File: src/rtl/if_fetch_ctrl_pkg.sv
// if_fetch_ctrl_pkg
//   Shared definitions for the instruction-fetch sequencer:
//   reset PC default, cache-op code width and the fetch FSM encodings.
package if_fetch_ctrl_pkg;

   localparam logic [31:0] PC_RESET_DEFAULT = 32'h1c00_0000;
   localparam int          CACOP_CODE_W     = 5;

   // RUN   : normal fetch issue
   // DRAIN : fetch blocked, waiting for every in-flight response to return
   // ISSUE : cache-op presented to the ICache
   // WAIT  : cache-op accepted, waiting for completion
   typedef enum logic [1:0] {
      RUN   = 2'd0,
      DRAIN = 2'd1,
      ISSUE = 2'd2,
      WAIT  = 2'd3
   } fetch_state_e;

endpackage

File: src/rtl/if_fetch_ctrl.sv
// if_fetch_ctrl
//   Instruction-fetch sequencer. Owns the fetch PC, issues aligned
//   FETCH_BYTES requests to the ICache, kills responses made stale by a
//   flush, drives the IF1/fetch-buffer push and serialises ICache cache-ops
//   against normal fetch.
//
// Ports
//   clk, rstn                 clock, asynchronous active-low reset
//   flush, flush_target       backend redirect pulse and its PC
//   stall, fetch_buf_full     issue gates from the backend / fetch buffer
//   ic_req_valid/ready/pc     fetch request handshake to the ICache
//   ic_resp_valid             ICache response (never back-pressured)
//   ic_resp_kill, fifo_push   response classification (stale / live)
//   cacop_req/code/addr       cache-op request from the backend (level)
//   ic_cacop_valid/ready      cache-op issue handshake to the ICache
//   ic_cacop_complete         cache-op finished pulse from the ICache
//   ic_cacop_code/addr        cache-op operands latched at issue
//   cacop_done                completion pulse to the backend
module if_fetch_ctrl
   import if_fetch_ctrl_pkg::*;
#(
   parameter logic [31:0] PC_RESET        = PC_RESET_DEFAULT,
   parameter int          MAX_OUTSTANDING = 2,
   parameter int          FETCH_BYTES     = 8
) (
   input  logic                    clk,
   input  logic                    rstn,
   input  logic                    flush,
   input  logic [31:0]             flush_target,
   input  logic                    stall,
   input  logic                    fetch_buf_full,
   output logic                    ic_req_valid,
   input  logic                    ic_req_ready,
   output logic [31:0]             ic_req_pc,
   input  logic                    ic_resp_valid,
   output logic                    ic_resp_kill,
   output logic                    fifo_push,
   input  logic                    cacop_req,
   input  logic [CACOP_CODE_W-1:0] cacop_code,
   input  logic [31:0]             cacop_addr,
   output logic                    ic_cacop_valid,
   input  logic                    ic_cacop_ready,
   input  logic                    ic_cacop_complete,
   output logic [CACOP_CODE_W-1:0] ic_cacop_code,
   output logic [31:0]             ic_cacop_addr,
   output logic                    cacop_done
);

   localparam int               CNT_W     = 3;
   localparam logic [CNT_W-1:0] MAX_OUT   = CNT_W'(MAX_OUTSTANDING);
   localparam logic [31:0]      FETCH_INC = 32'(FETCH_BYTES);

   fetch_state_e            state_reg, state_next;
   logic [31:0]             pc_reg, pc_next;
   logic [CNT_W-1:0]        outstanding_reg, outstanding_next;
   logic [CNT_W-1:0]        kill_cnt_reg, kill_cnt_next;
   logic [CACOP_CODE_W-1:0] cacop_code_reg;
   logic [31:0]             cacop_addr_reg;
   logic                    latch_cacop;
   logic                    req_hs;
   logic                    resp_stale;

   assign ic_req_pc     = pc_reg & ~(FETCH_INC - 32'd1);
   assign req_hs        = ic_req_valid & ic_req_ready;
   assign ic_cacop_code = cacop_code_reg;
   assign ic_cacop_addr = cacop_addr_reg;

   // A response is stale if it belongs to a pre-flush request, or if it
   // lands in the flush cycle itself.
   assign resp_stale   = ic_resp_valid & ((kill_cnt_reg != '0) | flush);
   assign ic_resp_kill = resp_stale;
   assign fifo_push    = ic_resp_valid & ~resp_stale;

   // ---------------- state register ----------------
   always_ff @(posedge clk or negedge rstn) begin
      if (!rstn) begin
         state_reg       <= RUN;
         pc_reg          <= PC_RESET;
         outstanding_reg <= '0;
         kill_cnt_reg    <= '0;
         cacop_code_reg  <= '0;
         cacop_addr_reg  <= '0;
      end else begin
         state_reg       <= state_next;
         pc_reg          <= pc_next;
         outstanding_reg <= outstanding_next;
         kill_cnt_reg    <= kill_cnt_next;
         if (latch_cacop) begin
            cacop_code_reg <= cacop_code;
            cacop_addr_reg <= cacop_addr;
         end
      end
   end

   // ---------------- PC and counters ----------------
   always_comb begin
      pc_next          = pc_reg;
      outstanding_next = outstanding_reg + CNT_W'(req_hs) - CNT_W'(ic_resp_valid);
      kill_cnt_next    = kill_cnt_reg;
      if (flush) begin
         pc_next = flush_target;
         // Every request still in flight becomes stale. Responses already
         // marked stale are a subset of outstanding, so the new count is
         // simply what remains outstanding after this cycle's response.
         kill_cnt_next = outstanding_reg - CNT_W'(ic_resp_valid);
      end else begin
         if (req_hs)
            pc_next = ic_req_pc + FETCH_INC;
         if (ic_resp_valid && (kill_cnt_reg != '0))
            kill_cnt_next = kill_cnt_reg - CNT_W'(1);
      end
   end

   // ---------------- next-state logic ----------------
   always_comb begin
      state_next  = state_reg;
      latch_cacop = 1'b0;
      case (state_reg)
         RUN:   if (cacop_req) state_next = DRAIN;
         DRAIN: if ((outstanding_reg == '0) && (kill_cnt_reg == '0)) begin
                   latch_cacop = 1'b1;
                   state_next  = ISSUE;
                end
         // A completion in the acceptance cycle skips WAIT entirely.
         ISSUE: if (ic_cacop_ready) state_next = ic_cacop_complete ? RUN : WAIT;
         WAIT:  if (ic_cacop_complete) state_next = RUN;
         default: state_next = RUN;
      endcase
   end

   // ---------------- outputs ----------------
   always_comb begin
      // rstn is folded in so no request is presented while held in reset.
      ic_req_valid = rstn & (state_reg == RUN) & ~cacop_req & ~flush & ~stall
                     & ~fetch_buf_full & (outstanding_reg < MAX_OUT);
      ic_cacop_valid = (state_reg == ISSUE);
      cacop_done     = ((state_reg == WAIT) & ic_cacop_complete)
                     | ((state_reg == ISSUE) & ic_cacop_ready & ic_cacop_complete);
   end

endmodule
File: config.mk
export PLATFORM = sky130hd
export DESIGN_NAME = if_fetch_ctrl
export DESIGN_NICKNAME = d
export VERILOG_FILES = /design/src/rtl/if_fetch_ctrl_pkg.sv /design/src/rtl/if_fetch_ctrl.sv
export SDC_FILE = /design/constraint.sdc
export NUM_CORES = 1
export LEC_CHECK = 0
export CAP_MARGIN = 10
export CORE_UTILIZATION = 43
export DETAILED_ROUTE_END_ITERATION = 7
export PLACE_DENSITY = 0.8
export SLEW_MARGIN = 40
export SYNTH_ARGS = -nofsm -noshare
export SYNTH_HDL_FRONTEND = slang
export SYNTH_SLANG_ARGS = --single-unit
File: constraint.sdc
create_clock -name clk -period 2.7 [get_ports clk]
set_input_delay 0.54 -clock clk [delete_from_list [all_inputs] [get_ports clk]]
set_output_delay 0.54 -clock clk [all_outputs]
set_load 0.05 [all_outputs]
==> results.toml <==
[run_status]
status = "finished clean"

[clock_tree]
clock_latency_ns = 0.35
cts_resized = 0
post_cts_buffers = 0
cts_tree = "built"
postCtsHoldBufs = 0
cts_made_buffers = 9
clkTransAtPathRegs_ns = 0.08
cts-htree-levels = 3
max-clock-path-buffers = 2
clock_tree.root_cell = "clkbuf_8"
clock_sinks = 74

[pwr]
ir_drop_mv = 0.7582
seqPwrFrac_pct = 31.6
swShare_pct = 41.99
p_int_mw = 3.187
leakage_nw = 2.281
p_clk_share_pct = 20.6
pwr-share-comb_pct = 47.8
p_per_area_nw_per_um2 = 990.0
p_sw_mw = 2.307

[routing]
post_drt_wl_per_cell_um = 15.44
first_pass_iters = 4
drt_wl_total_mm = 9.174
drc = 0
drt-initial-drc-count = 108
via_per_inst = 5.209
drtAntennaViolNets = 0
num_vias = 3094

[sta]
hold_viol = 0
rsz0062_at_grt = "false"
hold_ws_ns = 0.2988
min_period_over_period_pct = 87.41
fin_crit_ns = 2.360
skew_ns = 0.009257
slew_violations = 0
tightest_slew_ns = 0.6629
slew_headroom_pct = 55.81
setup-violations-final = 0
max_freq_mhz = 423.7

[critical_path]
crit_family = "buffers and inverters"
slowest_stage = "clkdlybuf4s50_1"
path_class = "register to output pin"
cp_slowest_stage_delay_ns = 0.82
critPathBufInv = 1
critPathMaxFanout = 7
startpoint_type = "register"
arrival_ns = 1.82
worstSetupEndpointType = "output pin"
path_cells = "nor2b_1 -> clkdlybuf4s50_1"
worstPathRequired_ns = 2.16

[synth]
yosys.area_share.xor_xnor_pct = 4.524
synth_top_flop_cell = "dfrtp_1"
ys_seq_area_share_pct = 50.44
synthAdderAreaFrac_pct = 3.265
synth_top_family_by_area = "simple AND/OR/NAND/NOR gates"
synth_compound_area_share_pct = 7.891
syn-instance-count = 336
synth_edf_count = 0
synth_area_per_cell_um2 = 10.95
syn_area_um2 = 3679
yosys.area_share.simple_pct = 16.70
yosysWarningCount = 0
ys_async_sr_fraction_pct = 100.0
yosysTopAreaCellShare_pct = 48.30
synthTopCellsByArea = "dfrtp_1 (48%), mux2_2 (6.4%), mux2_1 (5.8%), nand2_1 (3.5%), xnor2_1 (2.9%)"
synth-seq-cells = 74
synth.distinct_cells = 50
muxShareOfSynthArea_pct = 13.06
yosysTopAreaCell = "dfrtp_1"

[finish]
fin_area_um2 = 5550
mostFrequentLayoutCell = "clkdlybuf4s50_1"
diodes = 0
drive_gt1_share_pct = 12.68
largest_reg_flops = 32
most-common-layout-cells = "clkdlybuf4s50_1 (140), dfrtp_1 (71), nand2_1 (34), mux2_2 (21), mux2_1 (19)"
num-nets-final = 573
area_growth_pct = 50.88

[global_routing]
grt_pass1_vias = 3073
antenna_found_initial = 0
grt_use_total_pct = 21.86
grt_max_degree = 75
grt_pass1_wl_mm = 14.87
grt.overflow.total = 0

[floorplanning]
die_h_um = 94.49
rows = 33
die_area_um2 = 8928
io_pins = 153
core_um2 = 8258
start_util_pct = 44.55
fp.dieW_um = 94.49

[job]
drv_cap = 0

[place]
dpl.hpwl_mm = 6.754
post_dp_cell_area_um2 = 5289
portBuffers = 146
place_congestion = 0.8759

[hold_path]
hp-class = "input port to async pin"
[synth_stat cells (3+ instances only)]
library cell and n:
a211oi_1 3, a21oi_1 9, a22oi_1 3, and2_1 4
and3_1 6, and4_1 5, buf_4 4, clkbuf_1 10
dfrtp_1 71, dfstp_2 3, ha_1 8, inv_1 14
mux2_1 19, mux2_2 21, mux2i_1 3, nand2_1 34
nand3_1 13, nand4_1 9, nor2_1 10, nor2b_1 5
nor3_1 9, nor4_2 3, o211ai_1 3, o21ai_1 17
xnor2_1 12, xor2_1 7
[power groups by stage]
stage	sequential, mW	clock, mW	combinational [mW]
floorplan	2.87	0	0.543
global placement	1.73	0	2.60
detailed placement	1.76	0	2.64
CTS	1.74	1.16	2.65
global route	1.78	1.21	2.77
finish	1.74	1.13	2.63
[path summary, 6_finish.rpt]
check,slack (ns),from,depth (start not counted),endpoint
max in group asynchronous,1.93,rstn,2,pc_reg[6]
min in group clk,0.50,ic_cacop_addr[28],1,ic_cacop_addr[28]
hold / removal,0.30,rstn,2,ic_cacop_addr[8]
hold reg to reg,0.50,ic_cacop_addr[28],1,ic_cacop_addr[28]
setup reg to reg,0.41,outstanding_reg[1],10,outstanding_reg[2]
setup / recovery,0.34,state_reg[1],2,ic_cacop_valid
[layout make-up]
cell class | count | area, um2
fillers | 643 | 2708
flip-flops and latches | 74 | 1856
multi-input cells | 231 | 1688
repair buffers | 154 | 1558
clock inverters | 6 | 137.6
well taps | 105 | 131.4
clock buffers | 9 | 123.9
inverters | 15 | 56.30
[per-stage QoR]
stage                TNS [ns]  power (mW)  instances  worst slack (ns)  utilization (%)
finish                      0       5.495        594            0.3400            67.21
detailed placement  -0.007345       4.400        579         -0.007345            64.05
floorplan                   0       3.416        338           0.06763                -
global route                0       5.762        594            0.2043            67.21
CTS                         0       5.552        594            0.3224            67.21
global placement            0       4.329        579           0.03243            64.00
[metal layers]
layer / global-route usage [%] / wire, um / vias up
met5: 0 / 0 / -
li1: - / - / 1485
met1: 27.66 / 3751 / 1486
met3: 5.475 / 669 / 14
met4: 9.343 / 177 / 0
met2: 35.57 / 4576 / 109
[kinds of logic after synthesis]
kind of cell / after synthesis
fa+ha+maj: 9
compound gates: 47
xor+xnor: 19
simple gates: 110
flops: 74
other cells: 1
buf+inv: 33
mux: 43
Power figures use the tool's default switching activity.
